===== config.mk =====
export PLATFORM = sky130hd
export DESIGN_NAME = atomic_rmw_arbiter
export DESIGN_NICKNAME = d
export VERILOG_FILES = /design/src/rtl/atomic_rmw_arbiter.sv
export SDC_FILE = /design/constraint.sdc
export NUM_CORES = 1
export LEC_CHECK = 0
export CAP_MARGIN = 20
export CORE_AREA = 4 4 175 177
export DETAILED_ROUTE_END_ITERATION = 12
export DIE_AREA = 0 0 179 181
export PLACE_DENSITY = 0.55
export SLEW_MARGIN = 20
export SYNTH_ARGS = -nofsm -noshare
export SYNTH_HDL_FRONTEND = slang
export SYNTH_SLANG_ARGS = --single-unit

===== constraint.sdc =====
create_clock -name clk -period 3.6 [get_ports clk]
set_input_delay 0.72 -clock clk [delete_from_list [all_inputs] [get_ports clk]]
set_output_delay 0.72 -clock clk [all_outputs]
set_load 0.05 [all_outputs]

===== src/rtl/atomic_rmw_arbiter.sv =====
`timescale 1ns/1ps
`default_nettype none
// ============================================================================
//  Module   : atomic_rmw_arbiter
//  Purpose  : Round-robin arbiter/sequencer sharing one atomic read-modify-
//             write unit among NUM_REQ requesters. One operation outstanding,
//             local completion of NOP/illegal ops, timeout error response.
//  Revision : 1.0  initial release
// ============================================================================
module atomic_rmw_arbiter #(
   parameter int NUM_REQ    = 4,
   parameter int ADDR_WIDTH = 8,
   parameter int DATA_WIDTH = 32,
   parameter int TIMEOUT    = 64
) (
   input  logic                          clk,
   input  logic                          rst,
   input  logic [NUM_REQ-1:0]            rq_valid,
   output logic [NUM_REQ-1:0]            rq_ready,
   input  logic [NUM_REQ*ADDR_WIDTH-1:0] rq_addr,
   input  logic [NUM_REQ*2-1:0]          rq_op,
   input  logic [NUM_REQ*DATA_WIDTH-1:0] rq_data,
   input  logic [NUM_REQ*DATA_WIDTH-1:0] rq_cmp,
   output logic [NUM_REQ-1:0]            rsp_valid,
   output logic [DATA_WIDTH-1:0]         rsp_data,
   output logic                          rsp_err,
   output logic                          am_req_valid,
   input  logic                          am_req_ready,
   output logic [ADDR_WIDTH-1:0]         am_req_addr,
   output logic [1:0]                    am_req_op,
   output logic [DATA_WIDTH-1:0]         am_req_data,
   output logic [DATA_WIDTH-1:0]         am_req_cmp,
   input  logic                          am_resp_valid,
   input  logic [DATA_WIDTH-1:0]         am_resp_data
);

   localparam int               c_IDX_W    = $clog2(NUM_REQ);
   localparam int               c_CNT_W    = $clog2(TIMEOUT);
   localparam logic [c_CNT_W-1:0] c_CNT_LAST = c_CNT_W'(TIMEOUT - 1);
   localparam logic [1:0]       c_OP_NOP   = 2'd0;
   localparam logic [1:0]       c_OP_ILL   = 2'd3;

   typedef enum logic [1:0] {
      S_IDLE  = 2'd0,
      S_ISSUE = 2'd1,
      S_WAIT  = 2'd2
   } state_t;

   state_t                  r_state;
   state_t                  w_state_nxt;

   logic [c_IDX_W-1:0]      r_rr_ptr;
   logic [c_IDX_W-1:0]      r_owner;
   logic [ADDR_WIDTH-1:0]   r_addr;
   logic [1:0]              r_op;
   logic [DATA_WIDTH-1:0]   r_data;
   logic [DATA_WIDTH-1:0]   r_cmp;
   logic [c_CNT_W-1:0]      r_cnt;
   logic [NUM_REQ-1:0]      r_rsp_valid;
   logic [DATA_WIDTH-1:0]   r_rsp_data;
   logic                    r_rsp_err;

   logic                    w_found;
   logic [c_IDX_W-1:0]      w_cand;
   logic [c_IDX_W-1:0]      w_gnt_idx;
   logic [1:0]              w_gnt_op;
   logic [NUM_REQ-1:0]      w_rq_ready;
   logic                    w_grant;
   logic                    w_capture;
   logic                    w_cnt_clr;
   logic                    w_cnt_inc;
   logic [NUM_REQ-1:0]      w_rsp_valid_nxt;
   logic [DATA_WIDTH-1:0]   w_rsp_data_nxt;
   logic                    w_rsp_err_nxt;

   // Round-robin search: first valid requester at or after r_rr_ptr, wrapping.
   always_comb begin
      w_found   = 1'b0;
      w_gnt_idx = '0;
      w_cand    = '0;
      for (int k = 0; k < NUM_REQ; k++) begin
         w_cand = c_IDX_W'((int'(r_rr_ptr) + k) % NUM_REQ);
         if (!w_found && rq_valid[w_cand]) begin
            w_found   = 1'b1;
            w_gnt_idx = w_cand;
         end
      end
   end

   assign w_gnt_op = rq_op[int'(w_gnt_idx)*2 +: 2];

   // State register.
   always_ff @(posedge clk) begin
      if (rst) begin
         r_state <= S_IDLE;
      end else begin
         r_state <= w_state_nxt;
      end
   end

   // Next-state, grant and response decisions.
   always_comb begin
      w_state_nxt     = r_state;
      w_rq_ready      = '0;
      w_grant         = 1'b0;
      w_capture       = 1'b0;
      w_cnt_clr       = 1'b0;
      w_cnt_inc       = 1'b0;
      w_rsp_valid_nxt = '0;
      w_rsp_data_nxt  = '0;
      w_rsp_err_nxt   = 1'b0;
      case (r_state)
         S_IDLE: begin
            // A grant while reset is held would be silently dropped, so
            // never advertise one.
            if (w_found && !rst) begin
               w_grant               = 1'b1;
               w_rq_ready[w_gnt_idx] = 1'b1;
               if (w_gnt_op == c_OP_NOP) begin
                  w_rsp_valid_nxt[w_gnt_idx] = 1'b1;
               end else if (w_gnt_op == c_OP_ILL) begin
                  w_rsp_valid_nxt[w_gnt_idx] = 1'b1;
                  w_rsp_err_nxt              = 1'b1;
               end else begin
                  w_capture   = 1'b1;
                  w_state_nxt = S_ISSUE;
               end
            end
         end
         S_ISSUE: begin
            if (am_req_ready) begin
               w_cnt_clr   = 1'b1;
               w_state_nxt = S_WAIT;
            end
         end
         S_WAIT: begin
            if (am_resp_valid) begin
               w_rsp_valid_nxt[r_owner] = 1'b1;
               w_rsp_data_nxt           = am_resp_data;
               w_state_nxt              = S_IDLE;
            end else if (r_cnt == c_CNT_LAST) begin
               w_rsp_valid_nxt[r_owner] = 1'b1;
               w_rsp_err_nxt            = 1'b1;
               w_state_nxt              = S_IDLE;
            end else begin
               w_cnt_inc = 1'b1;
            end
         end
         default: begin
            w_state_nxt = S_IDLE;
         end
      endcase
   end

   // Pointer, captured request, timeout counter and registered response.
   always_ff @(posedge clk) begin
      if (rst) begin
         r_rr_ptr    <= '0;
         r_owner     <= '0;
         r_addr      <= '0;
         r_op        <= '0;
         r_data      <= '0;
         r_cmp       <= '0;
         r_cnt       <= '0;
         r_rsp_valid <= '0;
         r_rsp_data  <= '0;
         r_rsp_err   <= 1'b0;
      end else begin
         if (w_grant) begin
            r_rr_ptr <= c_IDX_W'((int'(w_gnt_idx) + 1) % NUM_REQ);
         end
         if (w_capture) begin
            r_owner <= w_gnt_idx;
            r_addr  <= rq_addr[int'(w_gnt_idx)*ADDR_WIDTH +: ADDR_WIDTH];
            r_op    <= w_gnt_op;
            r_data  <= rq_data[int'(w_gnt_idx)*DATA_WIDTH +: DATA_WIDTH];
            r_cmp   <= rq_cmp[int'(w_gnt_idx)*DATA_WIDTH +: DATA_WIDTH];
         end
         if (w_cnt_clr) begin
            r_cnt <= '0;
         end else if (w_cnt_inc) begin
            r_cnt <= r_cnt + 1'b1;
         end
         r_rsp_valid <= w_rsp_valid_nxt;
         r_rsp_data  <= w_rsp_data_nxt;
         r_rsp_err   <= w_rsp_err_nxt;
      end
   end

   assign rq_ready     = w_rq_ready;
   assign rsp_valid    = r_rsp_valid;
   assign rsp_data     = r_rsp_data;
   assign rsp_err      = r_rsp_err;
   assign am_req_valid = (r_state == S_ISSUE);
   assign am_req_addr  = r_addr;
   assign am_req_op    = r_op;
   assign am_req_data  = r_data;
   assign am_req_cmp   = r_cmp;

endmodule
`default_nettype wire


==> results of run 1 <==
## synth_stat cells (all sizes together) (2+ instances only)
master | instances | area [um^2]
ha | 7 | 87.58
nor3b | 2 | 15.01
clkbuf | 12 | 71.32
mux2 | 2 | 22.52
a32oi | 2 | 17.52
nand4 | 2 | 12.51
o221ai | 73 | 639.4
and3 | 2 | 12.51
a211oi | 2 | 20.02
nor2b | 4 | 25.02
and2 | 37 | 234.0
a22oi | 3 | 22.52
nand2 | 88 | 340.3
mux2i | 149 | 1491
xor2 | 4 | 35.03
dfxtp | 123 | 2462
nor3 | 3 | 25.02
nand3 | 3 | 27.53
a21oi | 5 | 25.02
nor2 | 20 | 85.08
inv | 6 | 22.52
nor4 | 3 | 31.28
o21ai | 4 | 20.02
buf | 31 | 203.9
## cells in the final DEF (no fill, tap or decap), types with 3 or more instances in the layout
cell	synthesis	routed
inv_1	4	4
ha_1	7	7
nor2_1	18	18
inv_6	0	3
and2_1	36	36
nand2_1	86	86
a22oi_1	3	3
bufinv_16	0	3
xor2_1	4	4
o221ai_1	73	73
mux2i_1	149	149
clkbuf_16	0	17
nor2b_1	4	4
a21oi_1	5	5
buf_12	0	12
o21ai_0	4	4
clkdlybuf4s50_1	0	447
dfxtp_1	123	123
buf_4	17	25
clkinv_4	0	4
## worst paths after layout
| check | start | slack, ns | end | cells past startpoint |
|---|---|---|---|---|
| setup / recovery | rq_valid[2] | 0.24 | am_req_addr[5]$_SDFFE_PP0P_ | 14 |
| hold / removal | am_req_cmp[18]$_SDFFE_PP0P_ | 0.46 | am_req_cmp[18]$_SDFFE_PP0P_ | 2 |
| setup reg to reg | r_rr_ptr[0]$_SDFFE_PP0P_ | 0.66 | am_req_addr[5]$_SDFFE_PP0P_ | 13 |
| hold reg to reg | am_req_cmp[18]$_SDFFE_PP0P_ | 0.46 | am_req_cmp[18]$_SDFFE_PP0P_ | 2 |
## area by class of cell
class                   instances  area (um^2)  area share [%]
diodes                          1        2.502         0.02119
clock buffers                  17        425.4           3.602
clock inverters                15        187.7           1.589
inverters                       6        22.52          0.1907
multi-input cells             428         3321           28.11
flip-flops and latches        123         2462           20.85
well taps                     390        488.0           4.131
repair buffers                484         4902           41.50
## critical path, cell delays in order
cell,delay [ns]
clkdlybuf4s50_1,0.49
nor2b_1,0.18
a211o_1,0.18
nand2_2,0.07
inv_2,0.13
mux2i_1,0.28
mux2i_1,0.13
ha_1,0.29
nor3b_1,0.30
buf_4,0.18
and2_4,0.16
nand2_1,0.09
a2111oi_2,0.41
nor3_2,0.06
## through the flow
stage	std cells	total power, uW	hold slack [ns]	utilization (%)
after global placement	1431	7191	0.4425	38.28
after CTS	1463	9089	0.4625	40.38
after global routing	1464	9435	0.4757	40.39
after detailed placement	1431	7208	0.4458	38.28
after floorplan	600	5282	0.4452	-
final	1464	8963	0.4581	40.39
## power breakdown
part | switching [uW] | leakage, uW | internal (uW) | total, uW
combinational | 3020 | 0.00361 | 2050 | 5070
clock | 731 | 0.000296 | 1100 | 1830
sequential | 247 | 0.00100 | 1820 | 2060
## state kept, by name, indices dropped and copies added, names as in the netlist, 2 cells and up
signal,flops
am_req_addr,8
am_req_cmp,32
am_req_data,32
am_req_op,2
r_cnt,6
r_owner,2
r_rr_ptr,2
r_state,2
rsp_data,32
rsp_valid,4
## kinds of logic (layout without fill, tap and decap cells)
group | after synthesis | after routing | share of synthesized area [%]
AO/OA/AOI/OAI | 94 | 94 | 13.13
XOR/XNOR | 5 | 5 | 0.7213
adder cells (fa/ha/maj) | 7 | 7 | 1.443
buffers and inverters | 49 | 522 | 4.905
flip-flops | 123 | 123 | 40.56
multiplexers | 151 | 151 | 24.94
other | 0 | 1 | 0
AND/OR/NAND/NOR | 171 | 171 | 14.30
## per-layer routing
metal / global-route usage (%) / vias up
met3: 5.503 / 15
met1: 17.25 / 2929
li1: - / 3148
met4: 4.943 / 0
met2: 27.30 / 315
met5: 0 / -
==> key figures, run 1 <==
Global route
  • GRT Overall Usage: ~15%
  • Global-route wire length before repair: 38,460 um
  • GRT Residual Overflow: 0
  • Largest net degree at the start of global routing: 120
  • Vias in the first global route: roughly 6,700
  • Initial antenna violation count: 1

CTS
  • Worst-skew pair later-pin latency: 0.42 ns
  • Clock root buffer: clkbuf_16
  • Worst-path clk slew: 0.06 ns
  • CTS hold repair buffers: 0
  • Total setup buffers inserted after CTS: 0
  • CTS tree: done
  • Post_cts resized: 0
  • Clock tree sinks: between 100 and 150
  • Num CTS Buffers: 17
  • Clock buffer depth: 2
  • H-Tree Depth: 4

Cells and area
  • Final instance area: 0.01181 mm^2
  • Layout cell share with drive strength beyond 1: between 8 and 9%
  • Filler cells: between 2,000 and 3,000
  • Fin nets: 1,403
  • P&R area growth vs syn: 94.56%

Worst hold path
  • Hold Path Class: reg2reg

Worst setup path
  • Critical path capture point type: flip-flop
  • Worst Path Max Fanout: 5
  • Worst Path Required: ~3.9 ns
  • Setup crit start kind: input port
  • Setup CP Type: in2reg
  • Worst path arrival time: 3.65 ns

Yosys
  • Mapped Avg Cell Area: around 10 um^2
  • Yosys warning count: 0
  • Number of synthesized flops with an enable pin: 0
  • Post-synth net total: 943
  • Post-synthesis sequential area ratio: around 41%
  • Synth cell types: 50
  • Post-Syn Area: ~0.0061 mm^2
  • Async set-reset flop share out of synthesis: 0%
  • Ys flop type: dfxtp_1
  • FF+latch count, synth: ~120
  • Mapped Cells: 600

Drt
  • TritonRoute pass-1 iters: 5
  • Routed Antenna Nets: 0
  • Met2 routed WL: approximately 13,000 um
  • WL/cell: ~18 um
  • Vias: roughly 6,400
  • Post-Route M1 WL: between 10,000 and 15,000 um
  • 1st-iter DRT viols: around 300
  • Drt via density: ~4.4
  • Routed WL: 26,850 um
  • DRC: 0
  • Routed wl met3: 2791 um
  • Uppermost layer routed: met4

STA
  • Final Hold Vio Count: 0
  • Final setup violating endpoints: 0
  • Slew @ Worst Pin: between 1 and 1.5 ns
  • Slew margin rel.: between 20% and 30%
  • Fmax: roughly 300 MHz
  • Period Utilization, post-route: between 90% and 100%
  • RSZ-0062 raised after global routing: no
  • Final Slew Violations: 0
  • Fin Setup TNS: 0 ns
  • Worst setup margin: ~0.24 ns
  • Final min period: approximately 3.4 ns
  • Clock Skew: 0.01540 ns

Placement
  • IO Port Bufs: roughly 450
  • Placed instance area: 0.01120 mm^2
  • Pre-CTS setup slack: -0.1271 ns
  • Hpwl dp: approximately 21,000 um
  • Final GP Congestion: ~0.83

Die
  • Row cnt: 63
  • Die W: between 150 and 200 um
  • CORE AREA: 0.02924 mm^2
  • Top Ports: between 400 and 500
  • Full die area: ~0.032 mm^2
  • DIE HEIGHT: roughly 180 um
  • Starting Density: 20.76%

Flow run
  • Maxcap violations: 0

Pwr
  • PwrDens: around 760 mW/mm^2
  • Leakage: a little under 0.005 uW
  • Max IR drop VDD: approximately 450 uV

Status
  • Status: finished clean
Power figures use the tool's default switching activity.
==> run 2, diff against run 1 <==
--- a/config.mk
+++ b/config.mk
@@ -6,10 +6,11 @@
 export NUM_CORES = 1
 export LEC_CHECK = 0
 export CAP_MARGIN = 20
-export CORE_AREA = 4 4 175 177
+export CORE_AREA = 4 4 172 174
 export DETAILED_ROUTE_END_ITERATION = 12
-export DIE_AREA = 0 0 179 181
-export PLACE_DENSITY = 0.55
+export DIE_AREA = 0 0 176 178
+export MAX_ROUTING_LAYER = met4
+export PLACE_DENSITY = 0.56
 export SLEW_MARGIN = 20
 export SYNTH_ARGS = -nofsm -noshare
 export SYNTH_HDL_FRONTEND = slang
==> constraint.sdc (replaced) <==
create_clock -name clk -period 3.6 [get_ports clk]
set_input_delay 0.72 -clock clk [delete_from_list [all_inputs] [get_ports clk]]
set_output_delay 0.72 -clock clk [all_outputs]
set_load 0.1 [all_outputs]
==> run 2 against run 1 <==
Compared with the run above: total power up 17%; core utilization up 1.9 points; critical path type is now in2out; final area is 0.57% lower; combinational power rose by 32%; sequential power about the same.
==> key figures, run 2 (synthesized netlist as in run 1, its figures left out) <==
Drt
  • Routed WL: approximately 27,000 um
  • TritonRoute pass-1 iters: 4
  • Drt via density: approximately 4.4
  • 1st-iter DRT viols: between 200 and 250
  • WL/cell: about 19 um
  • DRC: 0
  • Routed Antenna Nets: 0
  • Vias: 6,408

Global route
  • Vias in the first global route: 6,730
  • GRT Overall Usage: around 17%
  • Initial antenna violation count: 0
  • GRT Residual Overflow: 0
  • Largest net degree at the start of global routing: 92
  • Global-route wire length before repair: 39,110 um

Worst setup path
  • Worst Path Max Fanout: 5
  • Worst reg2reg startpoint: r_rr_ptr[0]$_SDFFE_PP0P_
  • Setup CP Type: in2out
  • Worst path arrival time: around 2.7 ns
  • Worst setup endpoint: rq_ready[3]
  • Worst reg-to-reg path cell count: 12
  • Worst Path Required: roughly 2.9 ns
  • Setup crit start kind: input port
  • Worst setup startpoint: rq_valid[2]
  • Worst r2r dst: am_req_addr[5]$_SDFFE_PP0P_
  • Worst R2R Setup Slack: between 0.7 and 0.8 ns
  • Critical path capture point type: output port

CTS
  • Worst-path clk slew: about 0.060 ns
  • CTS tree: done
  • Num CTS Buffers: 17
  • Worst-skew pair later-pin latency: roughly 0.42 ns
  • Post_cts resized: 0
  • Clock root buffer: clkbuf_16
  • Total setup buffers inserted after CTS: 0
  • CTS hold repair buffers: 0
  • Clock buffer depth: 2
  • H-Tree Depth: 4
  • Clock tree sinks: about 120

Placement
  • Final GP Congestion: ~0.79
  • Hpwl dp: 21,570 um
  • IO Port Bufs: 451
  • Placed instance area: between 0.01 and 0.015 mm^2

STA
  • Final Hold Vio Count: 0
  • Final setup violating endpoints: 0
  • Clock Skew: between 0.01 and 0.015 ns
  • Slew @ Worst Pin: around 1.1 ns
  • Final min period: 3.440 ns
  • Final Slew Violations: 0
  • Slew margin rel.: 29.34%
  • Period Utilization, post-route: between 90 and 100%
  • RSZ-0062 raised after global routing: no
  • Fmax: 290.7 MHz

Pwr
  • PwrDens: just under 900 mW/mm^2
  • Power Total: 10,490 uW
  • Max IR drop VDD: approximately 450 uV
  • Leakage: just under 0.005 uW

Flow run
  • Maxcap violations: 0

Die
  • Starting Density: 21.85%
  • Row cnt: 61
  • Full die area: between 0.03 and 0.04 mm^2
  • Die W: approximately 180 um
  • DIE HEIGHT: approximately 180 um
  • CORE AREA: roughly 0.028 mm^2
  • Top Ports: around 450

Status
  • Status: finished clean

Cells and area
  • Commonest non-fill, non-tap cell in the layout: clkdlybuf4s50_1
  • Most frequent cells in the layout: 440 x clkdlybuf4s50_1, 149 x mux2i_1, 123 x dfxtp_1
  • Final instance area: approximately 0.012 mm^2
  • P&R area growth vs syn: 93.45%
  • Layout cell share with drive strength beyond 1: approximately 8.8%
  • Fin nets: 1,405

Worst hold path
  • Hold Path Class: reg2reg
run 2: changes by cell type in the layout (fill, tap and decap cells not counted), sizes merged:
cell           previous run  this run
buf                      37        46
bufinv                    3         0
clkdlybuf4s50           447       440
clkinv                    6         3
clkinvlp                  2         1
inv                      10        17
run 2: through the flow:
stage | utilization, % | setup slack [ns] | hold WS, ns | setup TNS, ns | cells
floorplan | - | 0.4383 | 0.4452 | 0 | 600
global placement | 40.15 | 0.01549 | 0.4415 | 0 | 1421
detailed placement | 40.15 | -0.1274 | 0.4464 | -5.712 | 1421
CTS | 42.26 | 0.1557 | 0.4663 | 0 | 1453
global route | 42.26 | 0.01065 | 0.4788 | 0 | 1453
finish | 42.27 | 0.1595 | 0.4595 | 0 | 1454
run 2: how the worst min path moves through the flow:
stage | depth (start not counted) | startpoint | to
after global routing | 2 | am_req_data[8]$_SDFFE_PP0P_ | am_req_data[8]$_SDFFE_PP0P_
after floorplan | 2 | r_rr_ptr[0]$_SDFFE_PP0P_ | r_rr_ptr[0]$_SDFFE_PP0P_
after CTS | 2 | am_req_data[24]$_SDFFE_PP0P_ | am_req_data[24]$_SDFFE_PP0P_
after global placement | 2 | am_req_cmp[29]$_SDFFE_PP0P_ | am_req_cmp[29]$_SDFFE_PP0P_
after detailed placement | 2 | am_req_data[24]$_SDFFE_PP0P_ | am_req_data[24]$_SDFFE_PP0P_
final | 2 | am_req_data[16]$_SDFFE_PP0P_ | am_req_data[16]$_SDFFE_PP0P_
run 2: power breakdown:
part           switching, uW  leakage (uW)  internal (uW)
combinational           4680       0.00361           2020
sequential               248       0.00100           1820
clock                    791      0.000286            934
total                   5720       0.00491           4770
run 2: area by class of cell:
| cell class | instances | area [um^2] |
|---|---|---|
| antenna | 1 | 2.502 |
| clock buffer | 17 | 425.4 |
| clock inverter | 15 | 162.7 |
| fill | 2738 | 16040 |
| inverter | 6 | 22.52 |
| multi-input combinational | 428 | 3321 |
| sequential | 123 | 2462 |
| tap | 378 | 473.0 |
| timing repair buffer | 486 | 4875 |
run 2: worst max-delay path, stage by stage:
cell             delay [ns]
clkdlybuf4s50_1        0.45
nor2b_1                0.16
buf_4                  0.13
nor4b_2                0.23
buf_4                  0.16
nor2_4                 0.05
buf_4                  0.14
inv_2                  0.10
ha_1                   0.21
and2_1                 0.19
buf_12                 0.18
run 2: per-layer routing:
metal / part of all wire [%] / track usage [%] / vias up
met4: 1.4 / 3.866 / 0
met1: 39 / 17.94 / 2940
li1: - / - / 3140
met2: 50 / 29.28 / 308
met5: 0 / - / -
met3: 9.6 / 6.147 / 20
